===== config.mk =====
export PLATFORM = sky130hd
export DESIGN_NAME = bus_rr_scheduler
export DESIGN_NICKNAME = d
export VERILOG_FILES = /design/src/rtl/bus_rr_scheduler.sv
export SDC_FILE = /design/constraint.sdc
export NUM_CORES = 1
export LEC_CHECK = 0
export CAP_MARGIN = 20
export CORE_UTILIZATION = 35
export CTS_CLUSTER_DIAMETER = 60
export DETAILED_ROUTE_END_ITERATION = 12
export PLACE_DENSITY = 0.92
export RECOVER_POWER = 50
export SYNTH_ARGS = -nofsm -noshare
export SYNTH_HDL_FRONTEND = slang
export SYNTH_SLANG_ARGS = --single-unit

===== constraint.sdc =====
create_clock -name clk -period 2.4 [get_ports clk]
set_input_delay 0.6 -clock clk [delete_from_list [all_inputs] [get_ports clk]]
set_output_delay 0.6 -clock clk [all_outputs]
set_load 0.005 [all_outputs]

===== src/rtl/bus_rr_scheduler.sv =====
`default_nettype none
// ============================================================================
// Module   : bus_rr_scheduler
// Purpose  : Round-robin scheduler for a shared packet bus. In IDLE it picks
//            the next pending driver (search starts one past the last grant),
//            pops that driver's head packet in POP, and in XFER presents the
//            packet to every receiver with a push mask chosen from the
//            destination ID: unicast, broadcast (all but the source), or
//            drop for unknown IDs. One packet moves every three cycles at best.
// Ports    : clk       - clock, rising edge
//            reset     - asynchronous active-low reset, release synchronized
//            enable    - allow new arbitration; the current packet always ends
//            pndng     - per-driver packet pending
//            D_pop     - per-driver head packet, driver i at [i*pckg_size +: pckg_size]
//            pop       - one-hot consume strobe to the granted driver
//            push      - per-receiver write strobe
//            D_push    - packet to every receiver (same value on each lane)
//            busy      - FSM not in IDLE
//            grant_id  - index of the last granted driver
//            drop      - packet with an unknown destination was discarded
// Revision : 1.0 - initial release
// ============================================================================
module bus_rr_scheduler #(
  parameter int         drvrs     = 4,
  parameter int         pckg_size = 16,
  parameter logic [7:0] broadcast = 8'hFF
) (
  input  logic                         clk,
  input  logic                         reset,
  input  logic                         enable,
  input  logic [drvrs-1:0]             pndng,
  input  logic [drvrs*pckg_size-1:0]   D_pop,
  output logic [drvrs-1:0]             pop,
  output logic [drvrs-1:0]             push,
  output logic [drvrs*pckg_size-1:0]   D_push,
  output logic                         busy,
  output logic [3:0]                   grant_id,
  output logic                         drop
);

  localparam logic [1:0] c_IDLE = 2'd0;
  localparam logic [1:0] c_POP  = 2'd1;
  localparam logic [1:0] c_XFER = 2'd2;

  logic [1:0]           r_state;
  logic [1:0]           w_next_state;
  logic [1:0]           r_rst_sync;
  logic [3:0]           r_grant;
  logic [pckg_size-1:0] r_pkt;
  logic [3:0]           w_winner;
  logic                 w_found;
  logic                 w_arb_ok;
  logic [7:0]           w_id;
  logic                 w_is_unicast;
  logic                 w_is_bcast;
  logic [drvrs-1:0]     w_uni_mask;
  logic [drvrs-1:0]     w_bc_mask;
  logic [drvrs-1:0]     w_grant_oh;
  logic [pckg_size-1:0] w_sel_pkt;

  // Reset assertion is immediate; release has to ripple through two flops
  // before the FSM is allowed to leave IDLE, so a reset edge near a clock
  // edge can never launch a half-initialised arbitration.
  always_ff @(posedge clk or negedge reset) begin
    if (!reset) begin
      r_rst_sync <= 2'b00;
    end else begin
      r_rst_sync <= {r_rst_sync[0], 1'b1};
    end
  end

  assign w_arb_ok = enable & r_rst_sync[1] & (|pndng);

  // Rotating-priority search: candidate k is (last grant + 1 + k) mod drvrs,
  // the first pending candidate wins.
  always_comb begin
    w_winner = r_grant;
    w_found  = 1'b0;
    for (int k = 0; k < drvrs; k++) begin
      if (!w_found && pndng[(int'(r_grant) + 1 + k) % drvrs]) begin
        w_found  = 1'b1;
        w_winner = 4'((int'(r_grant) + 1 + k) % drvrs);
      end
    end
  end

  assign w_sel_pkt    = D_pop[int'(r_grant)*pckg_size +: pckg_size];
  assign w_id         = r_pkt[pckg_size-1 -: 8];
  assign w_is_unicast = (32'(w_id) < 32'(drvrs));
  assign w_is_bcast   = (w_id == broadcast);

  generate
    for (genvar i = 0; i < drvrs; i++) begin : g_dec
      assign w_uni_mask[i] = (w_id == 8'(i));
      assign w_bc_mask[i]  = (r_grant != 4'(i));
      assign w_grant_oh[i] = (r_grant == 4'(i));
    end
  endgenerate

  // State register
  always_ff @(posedge clk or negedge reset) begin
    if (!reset) begin
      r_state <= c_IDLE;
    end else begin
      r_state <= w_next_state;
    end
  end

  // Next-state logic
  always_comb begin
    w_next_state = c_IDLE;
    case (r_state)
      c_IDLE:  w_next_state = w_arb_ok ? c_POP : c_IDLE;
      c_POP:   w_next_state = c_XFER;
      c_XFER:  w_next_state = c_IDLE;
      default: w_next_state = c_IDLE;
    endcase
  end

  // Grant index and packet register. grant_id resets to drvrs-1 so the
  // first search after reset begins at driver 0.
  always_ff @(posedge clk or negedge reset) begin
    if (!reset) begin
      r_grant <= 4'(drvrs - 1);
      r_pkt   <= '0;
    end else begin
      if (r_state == c_IDLE && w_arb_ok) begin
        r_grant <= w_winner;
      end
      if (r_state == c_POP) begin
        r_pkt <= w_sel_pkt;
      end
    end
  end

  // Output logic
  always_comb begin
    pop  = '0;
    push = '0;
    drop = 1'b0;
    case (r_state)
      c_POP: pop = w_grant_oh;
      c_XFER: begin
        if (w_is_unicast) begin
          push = w_uni_mask;
        end else if (w_is_bcast) begin
          push = w_bc_mask;
        end else begin
          drop = 1'b1;
        end
      end
      default: ;
    endcase
  end

  assign busy     = (r_state != c_IDLE);
  assign grant_id = r_grant;

  // The packet register is only written in POP, so every lane holds the
  // last transferred packet between transfers.
  generate
    for (genvar i = 0; i < drvrs; i++) begin : g_dpush
      assign D_push[i*pckg_size +: pckg_size] = r_pkt;
    end
  endgenerate

endmodule
`default_nettype wire


### Word-level counts from Yosys, hierarchy flattened

Index checks and enable logic that the tools add are counted.

* register bits after elaboration: 24
* output and inout port bits: 78
* word-level logic and storage cells: 79

* add/subtract/negate cells: 4
* order comparisons: 5
* equal/unequal tests: 12
* shift operators: 1
* muxes and demuxes: 28
* bitwise logic cells: 6
* reductions and logical operators: 19

Operator list (count)
* indexed part select 64 x 9 -> 16 bit: 1
* 2-to-1 mux 4 bit: 8
* == test 8 x 2 -> 1 bit, second input constant: 2
* less-than comparator 3 x 4 -> 1 bit, second input constant: 4
* 2-to-1 mux 1 bit: 15
* binary-select mux 1 bit (select 2 bit): 4
* == test 4 x 2 -> 1 bit, second input constant: 2
* == test 8 x 1 -> 1 bit, second input constant: 1
* == test 8 bit, second input constant: 1
* logical NOT 8 bit: 1
* less-than comparator 8 x 3 -> 1 bit, second input constant: 1
* != test 4 x 2 -> 1 bit, second input constant: 2
* nonzero test 4 bit: 2
* OR reduction 2 bit: 4
* adder 2 x 1 -> 2 bit, second input constant: 2
* adder 2 bit, second input constant: 2
* AND 1 bit, first input constant: 4
* == test 4 x 1 -> 1 bit, second input constant: 1
* logical AND 1 bit: 4
* logical NOT 4 bit: 1
* != test 4 x 1 -> 1 bit, second input constant: 1
* case mux 2 bit (2 select lines): 1
* OR reduction 4 bit: 1
* logical NOT 1 bit: 3
* 6 further kinds: 7

### Logic depth before layout (Yosys ltp)

Gate-level depths: netlist of the first run.

* word-level depth: 17
* gate-level depth with buffers: 9
* mapped depth without buffers: 6

### Worst setup path after synthesis of the first run

Ideal clock, no wire load.

* path type: register -> register
* from: register r_grant[1] (netlist: grant_id[1])
* to: register r_grant[0] (netlist: grant_id[0])
* library setup time: 0.075 ns
* data arrival time: 2.191 ns
* path slack: 0.134 ns
* cell stages (with the launch flop): 10
* buffers on the path: 3
* cell sequence: dfstp_2 -> buf_2 -> buf_2 -> inv_1 -> ha_1 -> clkbuf_1 -> and2_0 -> a32o_1 -> a211oi_2 -> mux2i_1

* cells in the longest elaborated chain, start to end: 15

Ends and longest elaborated chain
* from (decl): RTL line 48 `logic [3:0] r_grant;`
* from (signal assigned): RTL line 124 `r_grant <= 4'(drvrs - 1);`
* from (signal assigned): RTL line 128 `r_grant <= w_winner;`
* adder 2 x 1 -> 2 bit *: RTL line 80 `if (!w_found && pndng[(int'(r_grant) + 1 + k) % drvrs]) begin`
* parallel branches: the longest is 14 deep, another holds adder 2 x 1 -> 2 bit

Mark *: on every way between the ends. The select of a mux whose other input is x is not followed.
A chain may end at the register's enable or synchronous reset.

### Final worst setup path of the first run

* from: register r_pkt[15]
* to: output port push[0]

* cells in the longest elaborated chain, start to end: 4

Ends and longest elaborated chain
* from (decl): RTL line 49 `logic [pckg_size-1:0] r_pkt;`
* from (signal assigned): RTL line 131 `r_pkt <= w_sel_pkt;`
* parallel branches: the longest is 2 deep, another holds less-than comparator 8 x 3 -> 1 bit
* 2-to-1 mux 4 bit *: RTL line 144 `if (w_is_unicast) begin`
* 2-to-1 mux 4 bit *: RTL line 141 `case (r_state)`
* to (decl): RTL line 34 `output logic [drvrs-1:0] push,`

Mark *: on every way between the ends.

==> results of run 1 <==
[cells in the mapped netlist, types with 2 or more instances]
master	count	area share [%]
o32a_1	3	1.5
nand2_1	9	1.7
nor2b_1	2	0.62
mux4_1	3	3.9
clkbuf_1	4	0.75
and2_1	4	1.2
mux2_4	10	7.5
mux2_2	5	2.8
buf_4	51	19
nor2_1	11	2.1
dfrtp_1	20	25
ha_1	4	2.5
a21oi_1	3	0.75
dfstp_2	2	2.6
buf_2	3	0.75
nor3_1	2	0.50
inv_1	6	1.1
mux2i_1	2	1.0
a32o_1	2	1.0
conb_1	2	0.37
o21ai_0	3	0.75
mux4_2	13	15
[cell families (layout without fill, tap and decap cells)]
group | after synthesis | after routing | synth area share [%]
other | 2 | 3 | 0.374
DFF | 22 | 22 | 27.5
muxes | 33 | 33 | 29.8
adders and majority gates | 4 | 4 | 2.49
AOI/OAI and AO/OA | 17 | 17 | 7.10
buffers and inverters | 68 | 180 | 24.2
and+or+nand+nor | 35 | 35 | 8.59
[worst max-delay path, cell delays in order, from the launching register on]
cell     delay, ns
dfrtp_1       0.40
buf_6         0.13
nor4_4        0.22
nand2_2       0.13
buf_4         0.15
o32a_1        0.29
nor2_2        0.12
buf_2         0.13
[cell type report]
type | count | area, um2 | area share, %
clock buffers | 4 | 55.1 | 1.66
flip-flops and latches | 22 | 553 | 16.6
well taps | 72 | 90.1 | 2.71
repair buffers | 170 | 1630 | 49.0
multi-input cells | 92 | 975 | 29.3
inverters | 6 | 22.5 | 0.677
[sequential cells by signal (all words and copies together), names as in the netlist]
name and cells:
grant_id 2, r_state 2, r_rst_sync 2, r_pkt 16
[worst paths after layout]
check	depth (start not counted)	start	slack, ns	endpoint
min reg2reg	0	r_rst_sync[0]	0.36	r_rst_sync[1]
max reg2reg	6	grant_id[0]	0.37	grant_id[0]
max	7	r_pkt[15]	-0.03	push[0]
max in group asynchronous	2	reset	0.58	r_rst_sync[1]
min in group asynchronous	2	reset	1.10	r_pkt[7]
min	0	r_rst_sync[0]	0.36	r_rst_sync[1]
[power by group through the flow]
stage / registers, mW / logic [mW] / clock network [mW]
floorplan: 0.757 / 1.51 / 0
global placement: 0.688 / 2.47 / 0
detailed placement: 0.709 / 2.51 / 0
CTS: 0.705 / 2.58 / 0.276
global route: 0.719 / 2.65 / 0.300
finish: 0.694 / 2.47 / 0.274
[per-stage QoR]
stage / std cells / setup slack (ns)
after floorplan: 182 / 0.134
after global placement: 354 / 0.0184
after detailed placement: 354 / -0.0611
after CTS: 363 / -0.116
after global routing: 366 / -0.119
final: 366 / -0.0338
[layer usage]
metal,GRT usage (%),vias to the layer above
met2,36.5,96
met3,3.18,8
li1,-,813
met1,21.5,871
met4,7.74,0
met5,0,-
[cells in the final DEF (no fill, tap or decap), drive strengths merged, types with 2 or more instances in the layout]
cell type / netlist / final
a21oi: 3 / 3
a32o: 2 / 2
and2: 5 / 5
buf: 58 / 25
clkbuf: 4 / 6
clkdlybuf4s50: 0 / 119
conb: 2 / 3
dfrtp: 20 / 20
dfstp: 2 / 2
dlygate4sd2: 0 / 2
dlygate4sd3: 0 / 19
dlymetal6s2s: 0 / 2
ha: 4 / 4
inv: 6 / 6
mux2: 15 / 15
mux2i: 2 / 2
mux4: 16 / 16
nand2: 9 / 9
nor2: 11 / 11
nor2b: 2 / 2
nor3: 2 / 2
o21ai: 3 / 3
o32a: 3 / 3
o41ai: 2 / 2
[what timing repair did]
action,4_1_cts,5_1_grt
setup endpoints to repair,6,6
gates resized for setup,19,8
setup buffers,5,3
endpoints found under the hold margin,0,0
pin swaps,2,5
==> results.md, run 1 <==
- Max Clock Freq: 411 MHz
- # rows: 27
- Fin util: 60.4%
- Worst hold path class: flop to flop
- Final period util: 101%
- Clock Tree Root: clkbuf_8
- Endpoint class of the critical path: output pin
- Maximum vdd drop: 0.438 mV
- DP HPWL: 4710 um
- Main synth FF type: dfrtp_1
- Routed wl met3: 403 um
- PwrDens: 1030 nW/um2
- Global-route wire length before repair: 9040 um
- Clk sinks: 22
- Synthesized area: 2010 um2
- P_int: 2.30 mW
- EDFF count, synth: 0
- WHS: 0.356 ns
- Core area: 5510 um2
- Dpl cell area: 3220 um2
- Setup CP Type: flop to output pin
- Clock latency on the worst-skew pair: 0.27 ns
- Sw Share: 33.0%
- Status: complete, but fails checks
- Min Tclk post-route: 2.43 ns
- Setup TNS: -0.0532 ns
- Final setup fails: 3
- Distinct cell type count after synthesis: 39
- Antenna diodes: 0
- Slew headroom: 18.7%
- Combinational Power Share: 71.9%
- H-Tree Depth: 1
- Post-synth ARST share: 100%
- Critical path launch point type: flop
- Avg Inst Size Synth: 11.1 um2
- Worst Path Arrival: 1.83 ns
- I/O pin cnt: 149
- Number of global-route vias before repair: 1768
- CTS tree: built
- Full die area: 6050 um2
- Routed wire length per instance: 16.0 um
- Initial Util: 36.5%
- FILL cells: 448
- GP Congestion: 0.789
- Sw Pwr: 1.13 mW
- DRT iter0 DRCs: 68
- Routed WL: 5850 um
- Via-per-instance ratio: 4.89
- Peak fanout along the critical path: 4
- Worst Tran Pin Value: 1.22 ns
- Die height: 77.8 um
- Sequential element share of the synthesized area: 27.5%
- Pin count of the biggest net entering global routing: 23
- Setup ws final: -0.0338 ns
- Syn Inst Count: 181
- Reg clk slew, reported paths: 0.08 ns
- Critical path data required time: 1.80 ns
- Max Cap Viol: 0
- Longest Clk Path Bufs: 2
- Power Total: 3.44 mW
- Layout area overhead: 65.4%
- Met2 wire len: 3220 um
- Synth Warn #: 0
- Horiz. Die Dim: 77.8 um
- Max-slew violation count: 0
- Via count: 1788
- Final instance area: 3320 um2
- Clock share of power: 8.0%
- Flop pwr share: 20.2%
- Input/output buffers: 146
- Initial DRT Pass Iterations: 4
- DRC: 0
- Layout cells sized above 1: 20.4%
- Failing checks: negative setup slack
- Flops & latches, synth: 22
- Antenna viol nets, final: 0
- TritonCTS Buffers: 3
- Initial antenna violation count: 0
- Clock Skew: 0.00245 ns
- Leakage Power: 1.39 nW
- Post-cts hold buffer count: 0
- RSZ-0062 raised after global routing: true
- Grt total ovfl: 0
- Final nets: 370
- Total GRT Usage: 19.4%
- Final hold viol count: 0
- Highest Signal Layer: met4
- M1 wire length: 2120 um
Power figures use the tool's default switching activity.
==> inputs of run 2 (changes only) <==
--- a/config.mk
+++ b/config.mk
@@ -5,6 +5,7 @@
 export SDC_FILE = /design/constraint.sdc
 export NUM_CORES = 1
 export LEC_CHECK = 0
+export ABC_AREA = 1
 export CAP_MARGIN = 20
 export CORE_UTILIZATION = 35
 export CTS_CLUSTER_DIAMETER = 60
==> results.md, run 2 <==
- Status: complete, no violations
- P_int: 2.40 mW
- M1 wire length: 2690 um
- Layout cells sized above 1: 7.29%
- Sw Pwr: 1.66 mW
- Syn Inst Count: 319
- Routed wl met3: 415 um
- Full die area: 6190 um2
- R2r startpoint: grant_id[1]
- # rows: 27
- Reg clk slew, reported paths: 0.09 ns
- Post-Synth Simple-Gate Area: 28.5%
- Adder-Cell Fraction of Synth Area: 2.43%
- Avg Inst Size Synth: 6.45 um2
- Post-synth ARST share: 100%
- Final instance area: 3420 um2
- Placed insts: 485
- I/O pin cnt: 149
- Worst path slowest cell: dfstp_2
- Setup ws final: 0.0841 ns
- Global-route wire length before repair: 10100 um
- DRC: 0
- Multiplexer area fraction after synthesis: 0%
- Horiz. Die Dim: 78.7 um
- DP HPWL: 5200 um
- Setup TNS: 0 ns
- Initial DRT Pass Iterations: 4
- Top-count cell post-synth: nor2_1
- Initial antenna violation count: 0
- Hold Path End: r_rst_sync[1]
- Post-Layout Cell Count: 497
- Compound-gate portion of the synthesized area: 16.1%
- Final nets: 501
- Peak fanout along the critical path: 4
- Dpl cell area: 3250 um2
- Most frequent cells in the layout: clkdlybuf4s50_1, nor2_1, nand2_1
- Synthesized area: 2060 um2
- Critical path launch point type: flop
- Layout area overhead: 66.5%
- Most common cell after layout, fill and taps aside: clkdlybuf4s50_1
- CTS tree: built
- Hold_sp: r_rst_sync[0]
- Min Tclk post-route: 2.32 ns
- Worst Path Arrival: 1.72 ns
- Sequential element share of the synthesized area: 26.9%
- Clock latency on the worst-skew pair: 0.26 ns
- Via count: 2407
- Input/output buffers: 146
- H-Tree Depth: 1
- Delay-heaviest family, CP: buffers and inverters
- Routed wire length per instance: 13.7 um
- Endpoint class of the critical path: output pin
- Biggest register: r_pkt
- Ranking of synthesized cells by area: dfrtp_1, buf_4, nor2_1
- Core area: 5570 um2
- Synth cell count leaders: nor2_1, nand2_1, buf_4, o21ai_0, dfrtp_1
- Via-per-instance ratio: 4.84
- Pin count of the biggest net entering global routing: 37
- Dpl ws: 0.106 ns
- Max reg flops: 16
- Highest Signal Layer: met4
- Number of global-route vias before repair: 2211
- Clock share of power: 8.6%
- Antenna viol nets, final: 0
- Clk sinks: 22
- TritonCTS Buffers: 3
- Final hold viol count: 0
- Die height: 78.7 um
- Most used cell along the critical path: inv_1
- Critical path data required time: 1.80 ns
- Worst R2R Setup Slack: 0.32 ns
- RSZ-0062 raised after global routing: false
- Synth Warn #: 0
- Worst Tran Pin Value: 1.26 ns
- Antenna diodes: 0
- Worst path bufs/invs: 3
- Clock Tree Root: clkbuf_8
- Fin util: 61.4%
- Main combinational cell family by area after synthesis: simple AND/OR/NAND/NOR gates
- Max Cap Viol: 0
- XOR/XNOR share of the synthesized area: 0.426%
- Flops & latches, synth: 22
- Routed WL: 6810 um
- Longest Clk Path Bufs: 2
- Worst hold path class: flop to flop
- Maximum vdd drop: 0.658 mV
- PwrDens: 1190 nW/um2
- Cells on worst reg2reg path: 11
- Reg2reg end: grant_id[0]
- Synth area leader: dfrtp_1
- Clock Skew: 0.00587 ns
- Yosys top cell area share: 24.3%
- Final setup fails: 0
- FILL cells: 507
- Slew headroom: 15.7%
- Storage cell area: 553 um2
- Total GRT Usage: 20.9%
- Main synth FF type: dfrtp_1
- EDFF count, synth: 0
- Grt total ovfl: 0
- Worst hold path depth: 0
- Combinational Power Share: 73.8%
- Initial Util: 36.9%
- Distinct cell type count after synthesis: 24
- Worst stage delay on the critical path: 0.58 ns
- Leakage Power: 1.50 nW
- CP cell instances: inv_1 -> ha_1 -> inv_1 -> nor2_1 -> clkdlybuf4s50_1
- Max-slew violation count: 0
- Met2 wire len: 3640 um
- Flop pwr share: 17.6%
- Setup CP Type: flop to output pin
- Area of the multi-input gates: 993 um2
- DRT iter0 DRCs: 57
- Sw Share: 40.8%
- Max Clock Freq: 432 MHz
- Final period util: 96.5%
- GP Congestion: 0.868
==> run 2: cell count changes after synthesis, sizes merged, moves of 4 or more <==
cell   previous run  this run
nor2             11        64
nand2             9        58
o21ai             3        41
mux4             16         0
mux2             15         0
nand3             0        14
inv               6        19
a31oi             0         8
o22ai             1         8
and2              5         0
nand4             1         5
==> run 2: cell type report <==
type                    count  area share, %
multi-input cells         214           29.0
inverters                  19           2.08
flip-flops and latches     22           16.1
repair buffers            166           48.0
well taps                  72           2.63
clock inverters             1          0.877
clock buffers               3           1.21
==> run 2: logic make-up after synthesis <==
family	Yosys count
simple gates	144
xor+xnor	1
buf+inv	84
flops	22
fa+ha+maj	4
compound gates	62
other cells	2
==> run 2: repair_timing <==
item                                    4_1_cts  5_1_grt
pin swaps                                     1        0
resized for setup                            10        2
endpoints found under the setup margin        7        3
hold buffers                                  0        0
cloned                                        1        0
setup buffers                                 5        2
==> run 2: power by group through the flow <==
stage / sequential (mW) / combinational [mW] / clock (mW)
2_1_floorplan: 0.760 / 1.75 / 0
3_3_place_gp: 0.717 / 2.76 / 0
3_5_place_dp: 0.743 / 2.84 / 0
4_1_cts: 0.724 / 3.04 / 0.354
5_1_grt: 0.740 / 3.27 / 0.366
6_report: 0.714 / 3.00 / 0.351
==> run 2: worst max path at each step <==
stage	from	end	cells past startpoint
after floorplan	grant_id[1]	grant_id[0]	14
after global placement	r_pkt[14]	push[0]	7
after detailed placement	r_pkt[14]	push[0]	7
after CTS	grant_id[1]	pop[2]	5
after global routing	grant_id[1]	pop[0]	5
final	grant_id[1]	pop[0]	5
==> run 2: stage by stage <==
| step | power (mW) | hold WS, ns |
|---|---|---|
| global placement | 3.48 | 0.336 |
| detailed placement | 3.59 | 0.339 |
| global route | 4.37 | 0.363 |
| CTS | 4.11 | 0.358 |
| finish | 4.06 | 0.356 |
| floorplan | 2.51 | 0.304 |
==> run 2: per-layer routing <==
| metal | GRT usage [%] | vias to the layer above |
|---|---|---|
| li1 | - | 1195 |
| met1 | 23.3 | 1107 |
| met2 | 41.4 | 99 |
| met3 | 2.21 | 6 |
| met4 | 4.81 | 0 |
| met5 | 0 | - |
